--- src/rtl/alu_op_decoder_pkg.sv ---
// rtl/alu_op_decoder_pkg.sv - shared ALU op enum, RV32I opcode/funct constants and decoded bundle type
package alu_op_decoder_pkg;

    typedef enum logic [3:0] {
        ALU_ADD    = 4'd0,
        ALU_SLL    = 4'd1,
        ALU_XOR    = 4'd2,
        ALU_SRL    = 4'd3,
        ALU_SRA    = 4'd4,
        ALU_OR     = 4'd5,
        ALU_AND    = 4'd6,
        ALU_SUB    = 4'd7,
        ALU_PASS_A = 4'd8,
        ALU_PASS_B = 4'd9
    } alu_op_e;

    localparam logic [6:0] OPC_OP     = 7'b0110011;
    localparam logic [6:0] OPC_OP_IMM = 7'b0010011;
    localparam logic [6:0] OPC_LUI    = 7'b0110111;
    localparam logic [6:0] OPC_LOAD   = 7'b0000011;
    localparam logic [6:0] OPC_STORE  = 7'b0100011;

    localparam logic [2:0] F3_ADD_SUB = 3'b000;
    localparam logic [2:0] F3_SLL     = 3'b001;
    localparam logic [2:0] F3_XOR     = 3'b100;
    localparam logic [2:0] F3_SRL_SRA = 3'b101;
    localparam logic [2:0] F3_OR      = 3'b110;
    localparam logic [2:0] F3_AND     = 3'b111;

    localparam logic [6:0] F7_BASE = 7'b0000000;
    localparam logic [6:0] F7_ALT  = 7'b0100000;

    typedef struct packed {
        alu_op_e     alu_op;
        logic        b_sel_imm;
        logic [31:0] imm;
        logic [4:0]  rs1;
        logic [4:0]  rs2;
        logic [4:0]  rd;
        logic        reg_wr;
        logic        illegal;
    } dec_bundle_t;

    // slt/sltu share funct3 pattern 01x and are not supported by this ALU.
    function automatic logic is_slt(input logic [2:0] f3);
        return f3[2:1] == 2'b01;
    endfunction

    // Operation selected by funct3 when funct7 is the base encoding.
    function automatic alu_op_e f3_base_op(input logic [2:0] f3);
        alu_op_e op;
        op = ALU_ADD;
        case (f3)
            F3_SLL:     op = ALU_SLL;
            F3_XOR:     op = ALU_XOR;
            F3_SRL_SRA: op = ALU_SRL;
            F3_OR:      op = ALU_OR;
            F3_AND:     op = ALU_AND;
            default:    op = ALU_ADD;
        endcase
        return op;
    endfunction

endpackage

--- src/rtl/alu_op_decode_comb.sv ---
// rtl/alu_op_decode_comb.sv - pure combinational RV32I instruction to ALU control decode
module alu_op_decode_comb
    import alu_op_decoder_pkg::*;
(
    input  logic [31:0] instr,
    output dec_bundle_t dec
);

    logic [6:0]  opcode;
    logic [2:0]  funct3;
    logic [6:0]  funct7;
    logic [31:0] imm_i;
    logic [31:0] imm_s;
    logic [31:0] imm_u;
    logic [31:0] imm_shamt;

    assign opcode    = instr[6:0];
    assign funct3    = instr[14:12];
    assign funct7    = instr[31:25];
    assign imm_i     = {{20{instr[31]}}, instr[31:20]};
    assign imm_s     = {{20{instr[31]}}, instr[31:25], instr[11:7]};
    assign imm_u     = {instr[31:12], 12'b0};
    assign imm_shamt = {27'b0, instr[24:20]};

    alu_op_e     op;
    logic        bsel;
    logic [31:0] imm_sel;
    logic        legal;
    logic        writes;

    always_comb begin
        op      = ALU_ADD;
        bsel    = 1'b0;
        imm_sel = '0;
        legal   = 1'b0;
        writes  = 1'b0;
        case (opcode)
            OPC_OP: begin
                legal  = ((funct7 == F7_BASE) && !is_slt(funct3)) ||
                         ((funct7 == F7_ALT) && ((funct3 == F3_ADD_SUB) || (funct3 == F3_SRL_SRA)));
                op     = (funct7 == F7_ALT) ? ((funct3 == F3_ADD_SUB) ? ALU_SUB : ALU_SRA)
                                            : f3_base_op(funct3);
                writes = 1'b1;
            end
            OPC_OP_IMM: begin
                bsel   = 1'b1;
                writes = 1'b1;
                if ((funct3 == F3_SLL) || (funct3 == F3_SRL_SRA)) begin
                    // Shift immediates carry funct7 in the upper bits, so only shamt is the operand.
                    legal   = (funct7 == F7_BASE) || ((funct3 == F3_SRL_SRA) && (funct7 == F7_ALT));
                    op      = (funct7 == F7_ALT) ? ALU_SRA : f3_base_op(funct3);
                    imm_sel = imm_shamt;
                end else begin
                    legal   = !is_slt(funct3);
                    op      = f3_base_op(funct3);
                    imm_sel = imm_i;
                end
            end
            OPC_LUI: begin
                legal   = 1'b1;
                op      = ALU_PASS_B;
                bsel    = 1'b1;
                imm_sel = imm_u;
                writes  = 1'b1;
            end
            OPC_LOAD: begin
                legal   = 1'b1;
                bsel    = 1'b1;
                imm_sel = imm_i;
                writes  = 1'b1;
            end
            OPC_STORE: begin
                legal   = 1'b1;
                bsel    = 1'b1;
                imm_sel = imm_s;
            end
            default: legal = 1'b0;
        endcase

        dec.rs1       = instr[19:15];
        dec.rs2       = instr[24:20];
        dec.rd        = instr[11:7];
        dec.illegal   = !legal;
        dec.alu_op    = legal ? op : ALU_ADD;
        dec.b_sel_imm = legal && bsel;
        dec.imm       = legal ? imm_sel : '0;
        dec.reg_wr    = legal && writes && (instr[11:7] != 5'd0);
    end

endmodule

--- src/rtl/alu_op_decoder.sv ---
// rtl/alu_op_decoder.sv - registered decode stage with valid/ready handshake and illegal counter
module alu_op_decoder
    import alu_op_decoder_pkg::*;
(
    input  logic        clk,
    input  logic        rst,
    input  logic        in_valid,
    output logic        in_ready,
    input  logic [31:0] instr,
    output logic        out_valid,
    input  logic        out_ready,
    output logic [3:0]  alu_op,
    output logic        b_sel_imm,
    output logic [31:0] imm,
    output logic [4:0]  rs1,
    output logic [4:0]  rs2,
    output logic [4:0]  rd,
    output logic        reg_wr,
    output logic        illegal,
    output logic [7:0]  illegal_cnt
);

    dec_bundle_t dec_d;
    dec_bundle_t bundle_q;
    logic        valid_q;
    logic [7:0]  cnt_q;
    logic        in_fire;
    logic        out_fire;

    alu_op_decode_comb u_decode (
        .instr (instr),
        .dec   (dec_d)
    );

    // Single output register: a new word may enter whenever the current one leaves.
    assign in_ready = !valid_q || out_ready;
    assign in_fire  = in_valid && in_ready;
    assign out_fire = valid_q && out_ready;

    always_ff @(posedge clk) begin
        if (rst) begin
            valid_q  <= 1'b0;
            bundle_q <= '0;
            cnt_q    <= '0;
        end else begin
            if (in_fire) begin
                bundle_q <= dec_d;
                valid_q  <= 1'b1;
            end else if (out_fire) begin
                valid_q  <= 1'b0;
            end
            if (out_fire && bundle_q.illegal && (cnt_q != 8'hFF)) begin
                cnt_q <= cnt_q + 8'd1;
            end
        end
    end

    assign out_valid   = valid_q;
    assign alu_op      = bundle_q.alu_op;
    assign b_sel_imm   = bundle_q.b_sel_imm;
    assign imm         = bundle_q.imm;
    assign rs1         = bundle_q.rs1;
    assign rs2         = bundle_q.rs2;
    assign rd          = bundle_q.rd;
    assign reg_wr      = bundle_q.reg_wr;
    assign illegal     = bundle_q.illegal;
    assign illegal_cnt = cnt_q;

endmodule
--- config.mk ---
export PLATFORM = sky130hd
export DESIGN_NAME = alu_op_decoder
export DESIGN_NICKNAME = d
export VERILOG_FILES = /design/src/rtl/alu_op_decoder_pkg.sv /design/src/rtl/alu_op_decode_comb.sv /design/src/rtl/alu_op_decoder.sv
export SDC_FILE = /design/constraint.sdc
export NUM_CORES = 1
export LEC_CHECK = 0
export ABC_AREA = 1
export BUFFER_PORTS_ARGS = -buffer_cell sky130_fd_sc_hd__buf_2
export CORE_UTILIZATION = 50
export CTS_BUF_LIST = sky130_fd_sc_hd__clkbuf_8
export CTS_CLUSTER_DIAMETER = 80
export DETAILED_ROUTE_END_ITERATION = 10
export PLACE_DENSITY = 0.87
export SYNTH_ARGS = -nofsm -noshare
export SYNTH_HDL_FRONTEND = slang
export SYNTH_SLANG_ARGS = --single-unit
--- constraint.sdc ---
create_clock -name clk -period 2.1 [get_ports clk]
set_clock_uncertainty 0.1 [all_clocks]
set_input_delay 0.21 -clock clk [delete_from_list [all_inputs] [get_ports clk]]
set_output_delay 0.21 -clock clk [all_outputs]
set_load 0.01 [all_outputs]
* Yosys cells after proc, flatten, opt, wreduce, memory -nomap -nowiden
Cells that the tools add are included.
** Cells by class
- $add $sub $neg :: 1
- Equality and inequality tests :: 13
- Mux-type cells :: 16
- Reductions and logical operators :: 25
** Operator list (number)
- 32-bit case mux with 4 select lines :: 1
- 32-bit 2-to-1 mux :: 2
- 7-bit by 6-bit == test with 1-bit output (second input constant) :: 4
- 3-bit case mux with 5 select lines :: 1
- 3-bit == test (second input constant) :: 4
- 4-bit 2-to-1 mux :: 3
- 4-bit case mux with 3 select lines :: 1
- 1-bit logical AND :: 10
- 8-bit by 1-bit adder with 8-bit output (second input constant) :: 1
- 8-bit != test (second input constant) :: 1
- 4-bit OR reduction :: 2
- 7-bit by 2-bit == test with 1-bit output (second input constant) :: 1
- 7-bit by 5-bit == test with 1-bit output (second input constant) :: 1
- 7-bit zero test :: 1
- 1-bit logical OR :: 5
- 1-bit 2-to-1 mux :: 5
- 5-bit nonzero test :: 1
- 3-bit by 1-bit == test with 1-bit output (second input constant) :: 1
- 1-bit zero test :: 3
- 3-bit zero test :: 1
- 3-bit 2-to-1 mux :: 1
- 1-bit case mux with 3 select lines :: 1
- 3-bit OR reduction :: 1
- 2-bit by 1-bit == test with 1-bit output (second input constant) :: 1
- other kinds (2) :: 2
** Storage, ports and cells
- Bits in registers :: 63
- Input bits :: 36

* Logic depth before layout (Yosys ltp)
- Depth in word-level cells :: 7
- Gate-level depth with buffers :: 10

* Cells and area by module
From an unflattened synthesis, not the netlist that was laid out.
** Unflattened totals
- Cells, all modules :: 503
- Area total of the unflattened synthesis :: 3293.2 sq um
** Modules (own cells, without submodules)
- alu_op_decoder :: instances 1, cells each 311, area each 2377.3 sq um
- alu_op_decode_comb :: instances 1, cells each 192, area each 915.9 sq um

* Worst setup path after synthesis
OpenSTA, ideal clock, no wires.
- Kind :: reg-to-reg
- Start :: register cnt_q[0], in the netlist illegal_cnt[0]
- End :: register cnt_q[4], in the netlist illegal_cnt[4]
- Library setup time :: 119 ps
- Data arrival time :: 1431 ps
- Required time :: 1881 ps
- Path slack :: 449 ps
- Cell stages (with the launch flop) :: 9
- Buffers on the path :: 1
- Period minus slack after synthesis :: 1651 ps
- Cells stage by stage :: dfxtp_1 > ha_1 > nand3_1 > nor2_1 > a21oi_1 > clkbuf_1 > nand3_1 > o21ai_0 > a21oi_1
** Between the ends
- Longest elaborated chain between the ends :: 2
- Elaborated cells on any way between the ends :: 3
- Those cells by class :: 1 x add/sub; 1 x eq/ne; 1 x reduce/logical
** Ends and longest elaborated chain
- start: declaration :: line alu_op_decoder.sv:26 : logic [7:0] cnt_q;
- start signal: assignment :: line alu_op_decoder.sv:53 : cnt_q <= cnt_q + 8'd1;
- branches (longest 2 deep; another with 8-bit by 1-bit adder with 8-bit output)
Several ways; the timed one is not identified.
A chain may end at the register's enable or synchronous reset.

* Worst setup path after layout
- Start :: register cnt_q[0], in the netlist illegal_cnt[0]
- End :: register cnt_q[7], in the netlist illegal_cnt[7]
Same word-level chain as after synthesis.

==> results_dict.tcl <==
set metrics [dict create \
    min_to "rs1[4]" \
    crit_chain "ha_1 -> nand3_1 -> nor2_1 -> a21oi_1 -> nand4_1 -> o21ai_0 -> nor2_1" \
    place.gp.congestion 0.900 \
    startpoint_type "flop" \
    grt_pass1_wl_mm 12.7 \
    yosys.area.top_type "dfxtp_1" \
    cts_hold_buffers 0 \
    async_flop_share_pct 0 \
    ys_seq_area_share_pct 39.0 \
    antenna_found_initial 0 \
    first_pass_iters 4 \
    cts.path.max_buffers 2 \
    path_max_fanout 6 \
    max_freq_mhz 535 \
    cts.root.buffer_cell "clkbuf_8" \
    r2r_end "illegal_cnt[7]" \
    cts_tree "yes" \
    post-route-util_pct 65.5 \
    setup_tns_ns 0 \
    area_delta_synth_final_pct 23.3 \
    synth_warnings 0 \
    cpPeakStageDelay_ns 0.38 \
    reg2reg_slack_ns 0.23 \
    path_class "reg -> reg" \
    period_needed_ns 1.87 \
    min_path_type "in -> reg" \
    via_per_inst 5.22 \
    timing.rr.start "illegal_cnt[0]" \
    antenna_cells 0 \
    dieArea_um2 6800 \
    reg2regPathDepth 7 \
    ctsResizeCount 0 \
    syn_inst 428 \
    critPathArrivalTime_ns 2.00 \
    finalHoldViolCount 0 \
    final_layout_size_suffix_gt1_share_pct 37.2 \
    status "finished clean" \
    clkSlewWorstSetupHoldPaths_ns 0.07 \
    wl_per_cell_um 13.3 \
    cts_made_buffers 9 \
    port_buffers 99 \
    die_h_um 82.4 \
    slew_headroom_pct 62.1 \
    cp_common_cell "nor2_1" \
    cts_setup_buffers 0 \
    rsz0062_at_grt "no" \
    slowest_stage "a21oi_1" \
    nets 563 \
    path_depth 7 \
    ir_drop_mv 0.431 \
    drt-initial-drc-count 177 \
    postSynthNetCount 465 \
    end_kind "flop" \
    start_util_pct 53.1 \
    place_ws_ns 0.281 \
    synth_top_cell_area_share_pct 39.0 \
    cp_top_family "compound AO/OA/AOI/OAI gates" \
    finalWorstSetupSlack_ns 0.231 \
    htree_levels 3 \
    tightest_slew_ns 0.567 \
    synth.cell_area_um2 3240 \
    synth_edf_count 0 \
    drc 0 \
    hold_path_startpoint "instr[19]" \
    power.total_mw 2.73 \
    core.rowCount 28 \
    p_leak_nw 1.81 \
    insertion_delay_ns 0.33 \
    yosys-top-cells-area "dfxtp_1 (39%), nand2_1 (11%), nand3_2 (9.0%)" \
    setup-violations-final 0 \
    synth_ff_type "dfxtp_1" \
    grt-ovfl-total 0 \
    cap_violations 0 \
    worstHoldPathCells 3 \
    clkSinkCount 63 \
    grt_start_max_net_pins 45 \
    core_area_um2 6100 \
    wirelength_mm 8.03 \
    path_buf_inv 0 \
    critical_path_required_ns 2.23 \
    num_vias 3158 \
    slew_viol_final 0 \
    ys_types 29 \
    hpwlAfterDp_mm 5.96 \
    chipWidth_um 82.4 \
    grt_usage_pct 24.8 \
    nFillCells 567 \
    fin_crit_sh_pct 89.0 \
    io_pins 100 \
    antenna_left 0 \
    synth.avg_cell_area_um2 7.56 \
    pwr_density_cell_nw_per_um2 684 \
    grt_pass1_vias 2797 \
    ys_ff_latch 63 \
]
flip-flops by register name (all words and copies together), names as in the netlist:
name         cells
imm             32
illegal_cnt      8
rd               5
rs1              5
rs2              5
alu_op           4
b_sel_imm        1
illegal          1
out_valid        1
reg_wr           1
power by group:
| group | total (mW) | internal (mW) | switching, mW |
|---|---|---|---|
| Sequential | 1.24 | 1.22 | 0.0142 |
| Clock | 1.21 | 0.757 | 0.455 |
| Combinational | 0.279 | 0.0935 | 0.185 |
cells in the mapped netlist (2+ instances only):
library cell   n
nand2_1       91
dfxtp_1       63
o21ai_0       41
inv_1         37
nor2_1        37
a21oi_2       30
nand3_2       29
a21oi_1       28
nand3_1       25
clkbuf_1      13
buf_12         3
buf_4          3
inv_2          3
nand2_2        3
o22ai_1        3
buf_2          2
buf_6          2
nand4_1        2
nor2_2         2
o21ai_1        2
worst reg2reg max path: cells and delay by family (launching register included):
kind / cells / cell delay [ns]
simple gates: 4 / 0.48
flops: 1 / 0.35
compound gates: 2 / 0.59
fa+ha+maj: 1 / 0.25
through the flow:
| step | hold slack, ns | cell area (um^2) | std cells |
|---|---|---|---|
| 3_3_place_gp | 0.349 | 3760 | 590 |
| 6_report | 0.0396 | 3990 | 605 |
| 3_5_place_dp | 0.356 | 3760 | 590 |
| 2_1_floorplan | 0.258 | 3240 | 428 |
| 5_1_grt | 0.0511 | 3990 | 605 |
| 4_1_cts | 0.0330 | 3990 | 605 |
logic make-up (layout without fill, tap and decap cells):
group                      count (synthesis)  in the layout  share of synthesized area [%]
adders and majority gates                  1              1                          0.387
buffers and inverters                     64            166                           9.82
and+or+nand+nor                          196            196                           31.1
AOI/OAI and AO/OA                        104            104                           19.7
DFF                                       63             63                           39.0
layout make-up:
cell class / instances / area (um^2) / share of cell area, %
Clock buffer: 12 / 165 / 4.14
Clock inverter: 3 / 65.1 / 1.63
Inverter: 40 / 150 / 3.76
Multi-Input combinational cell: 301 / 1660 / 41.5
Sequential cell: 63 / 1260 / 31.6
Tap cell: 75 / 93.8 / 2.35
Timing Repair Buffer: 111 / 598 / 15.0
routing by layer:
metal | GRT usage (%) | share of wire (%)
met3 | 5.93 | 7.2
met2 | 42.6 | 49
met4 | 7.72 | 1.1
met1 | 30.6 | 43
met5 | 0 | 0
how the worst max path moves through the flow:
stage                         startpoint        endpoint
after global placement         instr[29]         imm[21]
final                     illegal_cnt[0]  illegal_cnt[7]
after CTS                 illegal_cnt[0]  illegal_cnt[7]
after floorplan           illegal_cnt[0]  illegal_cnt[4]
after global routing      illegal_cnt[0]  illegal_cnt[7]
after detailed placement       instr[29]         imm[18]
cell usage in the layout (no fill, tap or decap), drive strengths merged:
| master | netlist | routed |
|---|---|---|
| ha | 1 | 1 |
| o22ai | 3 | 3 |
| clkbuf | 13 | 12 |
| buf | 11 | 111 |
| o21ai | 43 | 43 |
| inv | 40 | 40 |
| nor2 | 40 | 40 |
| clkinv | 0 | 1 |
| nor3 | 3 | 3 |
| nand4 | 2 | 2 |
| nand2 | 95 | 95 |
| nand3 | 54 | 54 |
| a21oi | 58 | 58 |
| nand3b | 1 | 1 |
| bufinv | 0 | 2 |
| and3 | 1 | 1 |
| dfxtp | 63 | 63 |
Power figures use the tool's default switching activity.
